## config.mk

```make
export PLATFORM = sky130hd
export DESIGN_NAME = uart_rx_fifo
export DESIGN_NICKNAME = d
export VERILOG_FILES = /design/src/rtl/uart_pkg.sv /design/src/rtl/sync_fifo.sv /design/src/rtl/uart_rx_fifo.sv
export SDC_FILE = /design/constraint.sdc
export NUM_CORES = 1
export LEC_CHECK = 0
export ABC_AREA = 1
export CAP_MARGIN = 25
export CORE_ASPECT_RATIO = 2
export CORE_MARGIN = 8
export CORE_UTILIZATION = 25
export DETAILED_ROUTE_END_ITERATION = 16
export GPL_TIMING_DRIVEN = 0
export PLACE_DENSITY = 0.48
export SKIP_LAST_GASP = 1
export SLEW_MARGIN = 20
export SYNTH_ARGS = -nofsm -noshare
export SYNTH_HDL_FRONTEND = slang
export SYNTH_SLANG_ARGS = --single-unit
```

## constraint.sdc

```tcl
create_clock -name clk -period 4.35 [get_ports clk]
set_input_delay 1.305 -clock clk [delete_from_list [all_inputs] [get_ports clk]]
set_output_delay 1.305 -clock clk [all_outputs]
set_load 0.02 [all_outputs]
```

## src/rtl/uart_pkg.sv

```systemverilog
// uart_pkg: shared receiver state encoding and parity mode constants.
// Also holds the baud-divider rounding helper used by the receiver.
package uart_pkg;

   typedef enum logic [2:0] {
      ST_IDLE,
      ST_START,
      ST_DATA,
      ST_PARITY,
      ST_STOP,
      ST_WAIT_HIGH
   } rx_state_t;

   localparam int PAR_NONE = 0;
   localparam int PAR_ODD  = 1;
   localparam int PAR_EVEN = 2;

   function automatic int calc_div(
      input int clk_hz,
      input int baud,
      input int os
   );
      int step;
      int div;
      step = baud * os;
      div  = (clk_hz + step / 2) / step;
      if (div < 1) div = 1;
      return div;
   endfunction

endpackage

```

## src/rtl/sync_fifo.sv

```systemverilog
// sync_fifo: first-word-fall-through FIFO with occupancy count.
// Head data reads as zero while empty; simultaneous push/pop when full is allowed.
module sync_fifo #(
   parameter int WIDTH = 8,
   parameter int DEPTH = 16
) (
   input  logic                     clk,
   input  logic                     reset,
   input  logic                     push,
   input  logic                     pop,
   input  logic [WIDTH-1:0]         wdata,
   output logic [WIDTH-1:0]         rdata,
   output logic                     full,
   output logic                     empty,
   output logic [$clog2(DEPTH):0]   count
);

   localparam int AW = $clog2(DEPTH);

   logic [WIDTH-1:0] mem [DEPTH];
   logic [AW-1:0]    wr_ptr;
   logic [AW-1:0]    rd_ptr;
   logic [AW:0]      cnt;
   logic             do_push;
   logic             do_pop;

   assign full    = (cnt == (AW+1)'(DEPTH));
   assign empty   = (cnt == '0);
   assign do_pop  = pop & ~empty;
   assign do_push = push & (~full | do_pop);
   assign rdata   = empty ? '0 : mem[rd_ptr];
   assign count   = cnt;

   // Storage array; written only on an accepted push.
   always_ff @(posedge clk) begin
      if (do_push) mem[wr_ptr] <= wdata;
   end

   // Pointers wrap naturally (power-of-two depth); count tracks occupancy.
   always_ff @(posedge clk or negedge reset) begin
      if (!reset) begin
         wr_ptr <= '0;
         rd_ptr <= '0;
         cnt    <= '0;
      end else begin
         if (do_push) wr_ptr <= wr_ptr + AW'(1);
         if (do_pop)  rd_ptr <= rd_ptr + AW'(1);
         unique case ({do_push, do_pop})
            2'b10:   cnt <= cnt + (AW+1)'(1);
            2'b01:   cnt <= cnt - (AW+1)'(1);
            default: cnt <= cnt;
         endcase
      end
   end

endmodule

```

## src/rtl/uart_rx_fifo.sv

```systemverilog
// uart_rx_fifo: oversampling UART receiver with majority-vote bit decisions,
// parity/frame checking, sticky error flags and a receive FIFO.
module uart_rx_fifo
   import uart_pkg::*;
#(
   parameter int CLK_HZ     = 16000000,
   parameter int BAUD       = 19200,
   parameter int OVERSAMPLE = 16,
   parameter int DATA_BITS  = 8,
   parameter int PARITY     = 0,
   parameter int STOP_BITS  = 1,
   parameter int FIFO_DEPTH = 16
) (
   input  logic                          clk,
   input  logic                          reset,
   input  logic                          rx,
   output logic [DATA_BITS-1:0]          data,
   output logic                          valid,
   input  logic                          ready,
   output logic [$clog2(FIFO_DEPTH):0]   count,
   output logic                          frame_err,
   output logic                          parity_err,
   output logic                          overrun,
   input  logic                          clear_err
);

   localparam int DIV  = calc_div(CLK_HZ, BAUD, OVERSAMPLE);
   localparam int DW   = $clog2(DIV + 1);
   localparam int SW   = $clog2(OVERSAMPLE);
   localparam int HALF = OVERSAMPLE / 2;

   localparam logic [DW-1:0] DIV_LAST  = DW'(DIV - 1);
   localparam logic [SW-1:0] SMP_A     = SW'(HALF - 1);
   localparam logic [SW-1:0] SMP_B     = SW'(HALF);
   localparam logic [SW-1:0] SMP_V     = SW'(HALF + 1);
   localparam logic [SW-1:0] SMP_END   = SW'(OVERSAMPLE - 1);
   localparam logic [3:0]    BIT_LAST  = 4'(DATA_BITS - 1);
   localparam logic          STOP_LAST = (STOP_BITS == 2);

   logic                 rx_meta;
   logic                 rx_sync;
   logic                 rx_prev;
   rx_state_t            state, state_n;
   logic [DW-1:0]        div_cnt, div_cnt_n;
   logic [SW-1:0]        smp_cnt, smp_cnt_n;
   logic                 s_a, s_a_n;
   logic                 s_b, s_b_n;
   logic [DATA_BITS-1:0] shreg, shreg_n;
   logic [3:0]           bit_cnt, bit_cnt_n;
   logic                 stop_idx, stop_idx_n;
   logic                 bad, bad_n;
   logic                 low_seen, low_seen_n;
   logic                 push_q, push_n;
   logic                 tick;
   logic                 at_vote;
   logic                 at_end;
   logic                 vote;
   logic                 fall;
   logic                 par_exp;
   logic                 frame_ev;
   logic                 parity_ev;
   logic                 overrun_ev;
   logic                 fifo_full;
   logic                 fifo_empty;

   assign fall    = rx_prev & ~rx_sync;
   assign tick    = (state != ST_IDLE) && (div_cnt == DIV_LAST);
   assign at_vote = tick && (smp_cnt == SMP_V);
   assign at_end  = tick && (smp_cnt == SMP_END);
   assign vote    = (s_a & s_b) | (s_a & rx_sync) | (s_b & rx_sync);
   assign par_exp = (PARITY == PAR_ODD) ? ~^shreg : ^shreg;

   // Two-flop synchroniser plus a delayed copy for falling-edge detection.
   always_ff @(posedge clk or negedge reset) begin
      if (!reset) begin
         rx_meta <= 1'b1;
         rx_sync <= 1'b1;
         rx_prev <= 1'b1;
      end else begin
         rx_meta <= rx;
         rx_sync <= rx_meta;
         rx_prev <= rx_sync;
      end
   end

   // Receiver state and datapath registers.
   always_ff @(posedge clk or negedge reset) begin
      if (!reset) begin
         state    <= ST_IDLE;
         div_cnt  <= '0;
         smp_cnt  <= '0;
         s_a      <= 1'b1;
         s_b      <= 1'b1;
         shreg    <= '0;
         bit_cnt  <= '0;
         stop_idx <= 1'b0;
         bad      <= 1'b0;
         low_seen <= 1'b0;
         push_q   <= 1'b0;
      end else begin
         state    <= state_n;
         div_cnt  <= div_cnt_n;
         smp_cnt  <= smp_cnt_n;
         s_a      <= s_a_n;
         s_b      <= s_b_n;
         shreg    <= shreg_n;
         bit_cnt  <= bit_cnt_n;
         stop_idx <= stop_idx_n;
         bad      <= bad_n;
         low_seen <= low_seen_n;
         push_q   <= push_n;
      end
   end

   // Next-state: tick divider, sample capture and frame sequencing.
   always_comb begin
      state_n    = state;
      div_cnt_n  = div_cnt;
      smp_cnt_n  = smp_cnt;
      s_a_n      = s_a;
      s_b_n      = s_b;
      shreg_n    = shreg;
      bit_cnt_n  = bit_cnt;
      stop_idx_n = stop_idx;
      bad_n      = bad;
      low_seen_n = low_seen;
      push_n     = 1'b0;
      frame_ev   = 1'b0;
      parity_ev  = 1'b0;

      if (state != ST_IDLE) begin
         div_cnt_n = tick ? '0 : div_cnt + DW'(1);
         if (tick) begin
            smp_cnt_n = at_end ? '0 : smp_cnt + SW'(1);
            if (smp_cnt == SMP_A) s_a_n = rx_sync;
            if (smp_cnt == SMP_B) s_b_n = rx_sync;
         end
      end

      unique case (state)
         ST_IDLE: begin
            if (fall) begin
               state_n    = ST_START;
               div_cnt_n  = '0;
               smp_cnt_n  = '0;
               bit_cnt_n  = '0;
               stop_idx_n = 1'b0;
               bad_n      = 1'b0;
            end
         end
         ST_START: begin
            if (at_vote && vote) state_n = ST_IDLE;
            else if (at_end)     state_n = ST_DATA;
         end
         ST_DATA: begin
            if (at_vote) shreg_n = {vote, shreg[DATA_BITS-1:1]};
            if (at_end) begin
               if (bit_cnt == BIT_LAST) begin
                  bit_cnt_n = '0;
                  state_n   = (PARITY != PAR_NONE) ? ST_PARITY : ST_STOP;
               end else begin
                  bit_cnt_n = bit_cnt + 4'd1;
               end
            end
         end
         ST_PARITY: begin
            if (at_vote && (vote != par_exp)) begin
               parity_ev = 1'b1;
               bad_n     = 1'b1;
            end
            if (at_end) state_n = ST_STOP;
         end
         ST_STOP: begin
            if (at_vote) begin
               if (!vote) begin
                  frame_ev   = 1'b1;
                  low_seen_n = 1'b1;
                  state_n    = ST_WAIT_HIGH;
               end else if (stop_idx == STOP_LAST) begin
                  state_n = ST_IDLE;
                  push_n  = ~bad;
               end
            end else if (at_end) begin
               stop_idx_n = 1'b1;
            end
         end
         ST_WAIT_HIGH: begin
            if (tick) begin
               if (!low_seen && rx_sync) state_n = ST_IDLE;
               low_seen_n = ~rx_sync;
            end else begin
               low_seen_n = low_seen | ~rx_sync;
            end
         end
         default: state_n = ST_IDLE;
      endcase
   end

   assign overrun_ev = push_q & fifo_full & ~ready;

   // Sticky error flags; a same-cycle event wins over clear_err.
   always_ff @(posedge clk or negedge reset) begin
      if (!reset) begin
         frame_err  <= 1'b0;
         parity_err <= 1'b0;
         overrun    <= 1'b0;
      end else begin
         frame_err  <= (frame_err  & ~clear_err) | frame_ev;
         parity_err <= (parity_err & ~clear_err) | parity_ev;
         overrun    <= (overrun    & ~clear_err) | overrun_ev;
      end
   end

   sync_fifo #(
      .WIDTH (DATA_BITS),
      .DEPTH (FIFO_DEPTH)
   ) u_fifo (
      .clk   (clk),
      .reset (reset),
      .push  (push_q),
      .pop   (ready),
      .wdata (shreg),
      .rdata (data),
      .full  (fifo_full),
      .empty (fifo_empty),
      .count (count)
   );

   assign valid = ~fifo_empty;

endmodule

```

==> metrics.yaml <==
status:
  outcome: "finished clean"
setup_path:
  cp-start-kind: "flop"
  regToRegSetupSlack_ps: 1630
  path_common_cell: "buf_2"
  crit_chain: "inv_1 > buf_2 > buf_2 > o21bai_1 > o221ai_1 > nand3_1 > a21oi_2 > clkdlybuf4s50_1"
  critPathRequiredTime_ps: 3040
  cp.arrival_ps: 2950
  timing.rr.start: "u_fifo.count[1]$_DFFE_PN0P_"
  cp-end-kind: "output pin"
  r2r_cells: 18
  critical_path_class: "reg -> out"
  crit_slowest_cell: "clkdlybuf4s50_1"
  critPathMaxFanout: 10
  r2r-end: "u_fifo.count[4]$_DFFE_PN0P_"
  cpPeakStageDelay_ps: 660
power_and_ir_drop:
  swShare_pct: 26.2
  power_density_mw_per_mm2: 414
  power_frac_comb_pct: 9.7
  leakagePower_uw: 0.00375
  vdd_drop_max_mv: 0.342
  p_seq_share_pct: 48.9
  clkPwrFrac_pct: 41.5
  switchingPower_uw: 1020
  intPower_uw: 2870
  power_uw: 3900
clocking:
  cts_buffers: 17
  cts_root_buffer: "clkbuf_16"
  cts_tree: "done"
  cts.reportedPaths.clkPinSlew_ps: 80
  clk_path_buf_depth: 2
  cts_sinks: 178
  clk_latency_ps: 440
  h-tree-depth: 4
floorplanning:
  initial_core_util_pct: 25.2
  die_h_um: 270
  die_w_um: 143
  num_rows: 93
  pin_count: 22
  core_area_mm2: 0.0319
  dieArea_mm2: 0.0385
worst_hold_path:
  hold_depth: 0
  min_from: "rx_meta$_DFF_PN1_"
  hold_end: "rx_sync$_DFF_PN1_"
  hold_path.class: "reg -> reg"
routing:
  dr.first_iter.drc_count: 305
  dr.pass1.iters: 5
  vias: 5430
  antenna_left: 0
  via_per_inst: 4.52
  wl_per_cell_um: 17.1
  routed_wl_um: 20500
  drcViolationCount: 0
layout:
  multi_input_area_mm2: 0.00259
  fin_area_mm2: 0.00942
  seq_area_mm2: 0.00510
  layout-drive-gt1-share_pct: 11.9
  n_antenna_cell: 0
  fillers: 3340
  postLayoutCoreUtil_pct: 29.5
  syn2layout_area_growth_pct: 17.2
  fin_nets: 780
synth:
  syn_area_mm2: 0.00803
  syn_avg_cell_area_um2: 11.1
  syn_inst: 721
  ys_warn_count: 0
  synth_cell_types: 43
  synth_nets: 740
  yosysSeqAreaShare_pct: 63.5
  synth-seq-cells: 178
timing:
  drv_slew: 0
  fin_skew_ps: 11.0
  post-route-period-util_pct: 97.7
  max_freq_mhz: 235
  slew_headroom_pct: 34.1
  setup-violations-final: 0
  fin_ws_ps: 99.5
  tightest_slew_ps: 985
  hold_viol: 0
  min_period_ps: 4250
  tns_ps: 0
  grt_setup_unrepaired: "false"
placed_design:
  place_congestion: 0.797
  dp_hpwl_um: 13700
  dp_slack_ps: 528
  io_buffers: 21
  placed_area_mm2: 0.00877
global_route:
  antenna_found_initial: 0
  grt_pass1_vias: 5406
  gr-total-overflow: 0
  grt_usage_pct: 10.9
  grt_max_degree: 51
  grt_pass1_wl_um: 31400
run:
  maxCapViolCount: 0
-- flip-flops by register name, indices dropped and copies added (netlist names) --
register / count
div_cnt: 6
frame_err: 1
u_fifo.count: 5
rx_meta: 1
s_a: 1
parity_err: 1
rx_sync: 1
overrun: 1
u_fifo.wr_ptr: 4
low_seen: 1
shreg: 8
u_fifo.mem: 128
push_q: 1
bit_cnt: 4
u_fifo.rd_ptr: 4
bad: 1
stop_idx: 1
state: 3
s_b: 1
smp_cnt: 4
rx_prev: 1
-- cells in the final DEF (no fill, tap or decap), types with 2 or more instances in the layout --
cell / Yosys / layout
nand2_2: 5 / 5
dlymetal6s2s_1: 0 / 2
bufinv_16: 0 / 2
a21oi_1: 17 / 16
o211ai_1: 8 / 8
xor2_1: 11 / 11
nor2_4: 3 / 3
ha_1: 14 / 14
nand2_1: 120 / 120
nand3_1: 37 / 37
clkdlybuf4s50_1: 0 / 18
xnor2_1: 2 / 2
dfstp_2: 5 / 5
inv_8: 0 / 3
edfxtp_1: 128 / 128
clkbuf_4: 0 / 2
nand2_4: 4 / 4
clkbuf_16: 0 / 17
clkinv_8: 0 / 3
inv_6: 0 / 4
dfrtp_1: 45 / 45
o21a_1: 11 / 11
o221ai_1: 24 / 23
nor2_1: 91 / 91
nand4_1: 3 / 3
inv_2: 10 / 10
nor3_1: 4 / 4
inv_1: 43 / 43
o21bai_1: 32 / 32
o21ai_1: 12 / 12
buf_2: 17 / 15
clkbuf_1: 7 / 8
nand3_4: 4 / 4
o21ai_0: 47 / 47
-- power groups by stage --
stage | combinational [uW] | sequential (uW) | clock, uW
after floorplan | 310 | 1930 | 0
after global placement | 374 | 1940 | 0
after detailed placement | 382 | 1940 | 0
after CTS | 383 | 1900 | 1660
after global routing | 427 | 1910 | 1710
final | 376 | 1900 | 1610
-- per-stage QoR --
stage / std cells / hold slack (ps)
2_1_floorplan: 721 / 345
3_3_place_gp: 1169 / 348
3_5_place_dp: 1169 / 347
4_1_cts: 1201 / 357
5_1_grt: 1201 / 365
6_report: 1201 / 357
-- metal layers --
metal | GRT usage [%] | routed length (um) | vias up | share of wire, %
met1 | 14.1 | 9210 | 2697 | 45
met3 | 2.12 | 766 | 20 | 3.7
met4 | 3.77 | 351 | 0 | 1.7
li1 | - | - | 2611 | -
met2 | 17.7 | 10200 | 102 | 50
met5 | 0 | 0 | - | 0
-- cell type report --
type / instances / share of cell area [%]
clock buffers: 18 / 4.56
repair buffers: 21 / 2.26
plain buffers: 28 / 1.66
well taps: 427 / 5.67
inverters: 54 / 2.15
clock inverters: 14 / 2.03
flip-flops and latches: 178 / 54.2
multi-input cells: 461 / 27.5
-- cells by family after synthesis --
logic type	count (synthesis)	synth area share (%)
AO/OA/AOI/OAI	154	12.4
AND/OR/NAND/NOR	280	16.1
buffers and inverters	82	4.41
flip-flops	178	63.5
XOR/XNOR	13	1.42
adder cells (fa/ha/maj)	14	2.18
-- worst max path at each step --
stage / from / end / slack, ps
after floorplan: ready / u_fifo.count[4]$_DFFE_PN0P_ / 1570
after global placement: reset / u_fifo.rd_ptr[3]$_DFFE_PN0P_ / 370
after detailed placement: u_fifo.rd_ptr[1]$_DFFE_PN0P_ / data[0] / 530
after CTS: u_fifo.rd_ptr[1]$_DFFE_PN0P_ / data[0] / 40
after global routing: u_fifo.rd_ptr[0]$_DFFE_PN0P_ / data[4] / 20
final: u_fifo.rd_ptr[0]$_DFFE_PN0P_ / data[4] / 100
-- critical path: cells and delay by family (launching register included) --
family | cells | cell delay (ps)
DFF | 1 | 430
buffers and inverters | 4 | 1280
and+or+nand+nor | 1 | 150
AOI/OAI and AO/OA | 3 | 660
-- timing repair --
| action | in CTS | in global routing |
|---|---|---|
| endpoints found under the setup margin | 0 | 4 |
| hold buffers | 0 | 0 |
| gates resized for setup | 0 | 6 |
| setup buffers | 0 | 0 |
-- cells in the mapped netlist, drive strengths merged --
cell type / instances / area (um^2)
buf: 20 / 120
clkinv: 1 / 3.75
nand3b: 1 / 7.51
dfstp: 5 / 131
nand3: 42 / 265
o21a: 11 / 82.6
o21bai: 32 / 240
o31ai: 1 / 7.51
o21ai: 60 / 304
xor2: 11 / 96.3
nand2: 129 / 527
nor4: 1 / 6.26
ha: 14 / 175
o221ai: 24 / 210
nand4: 3 / 18.8
o22ai: 1 / 6.26
inv: 53 / 199
nor3b: 2 / 20.0
edfxtp: 128 / 3840
nor3: 6 / 46.3
dfrtp: 45 / 1130
clkbuf: 8 / 31.3
nor2: 96 / 402
xnor2: 2 / 17.5
o211ai: 8 / 60.1
a21oi: 17 / 85.1
Note: power is estimated with default switching activity, not from simulation.
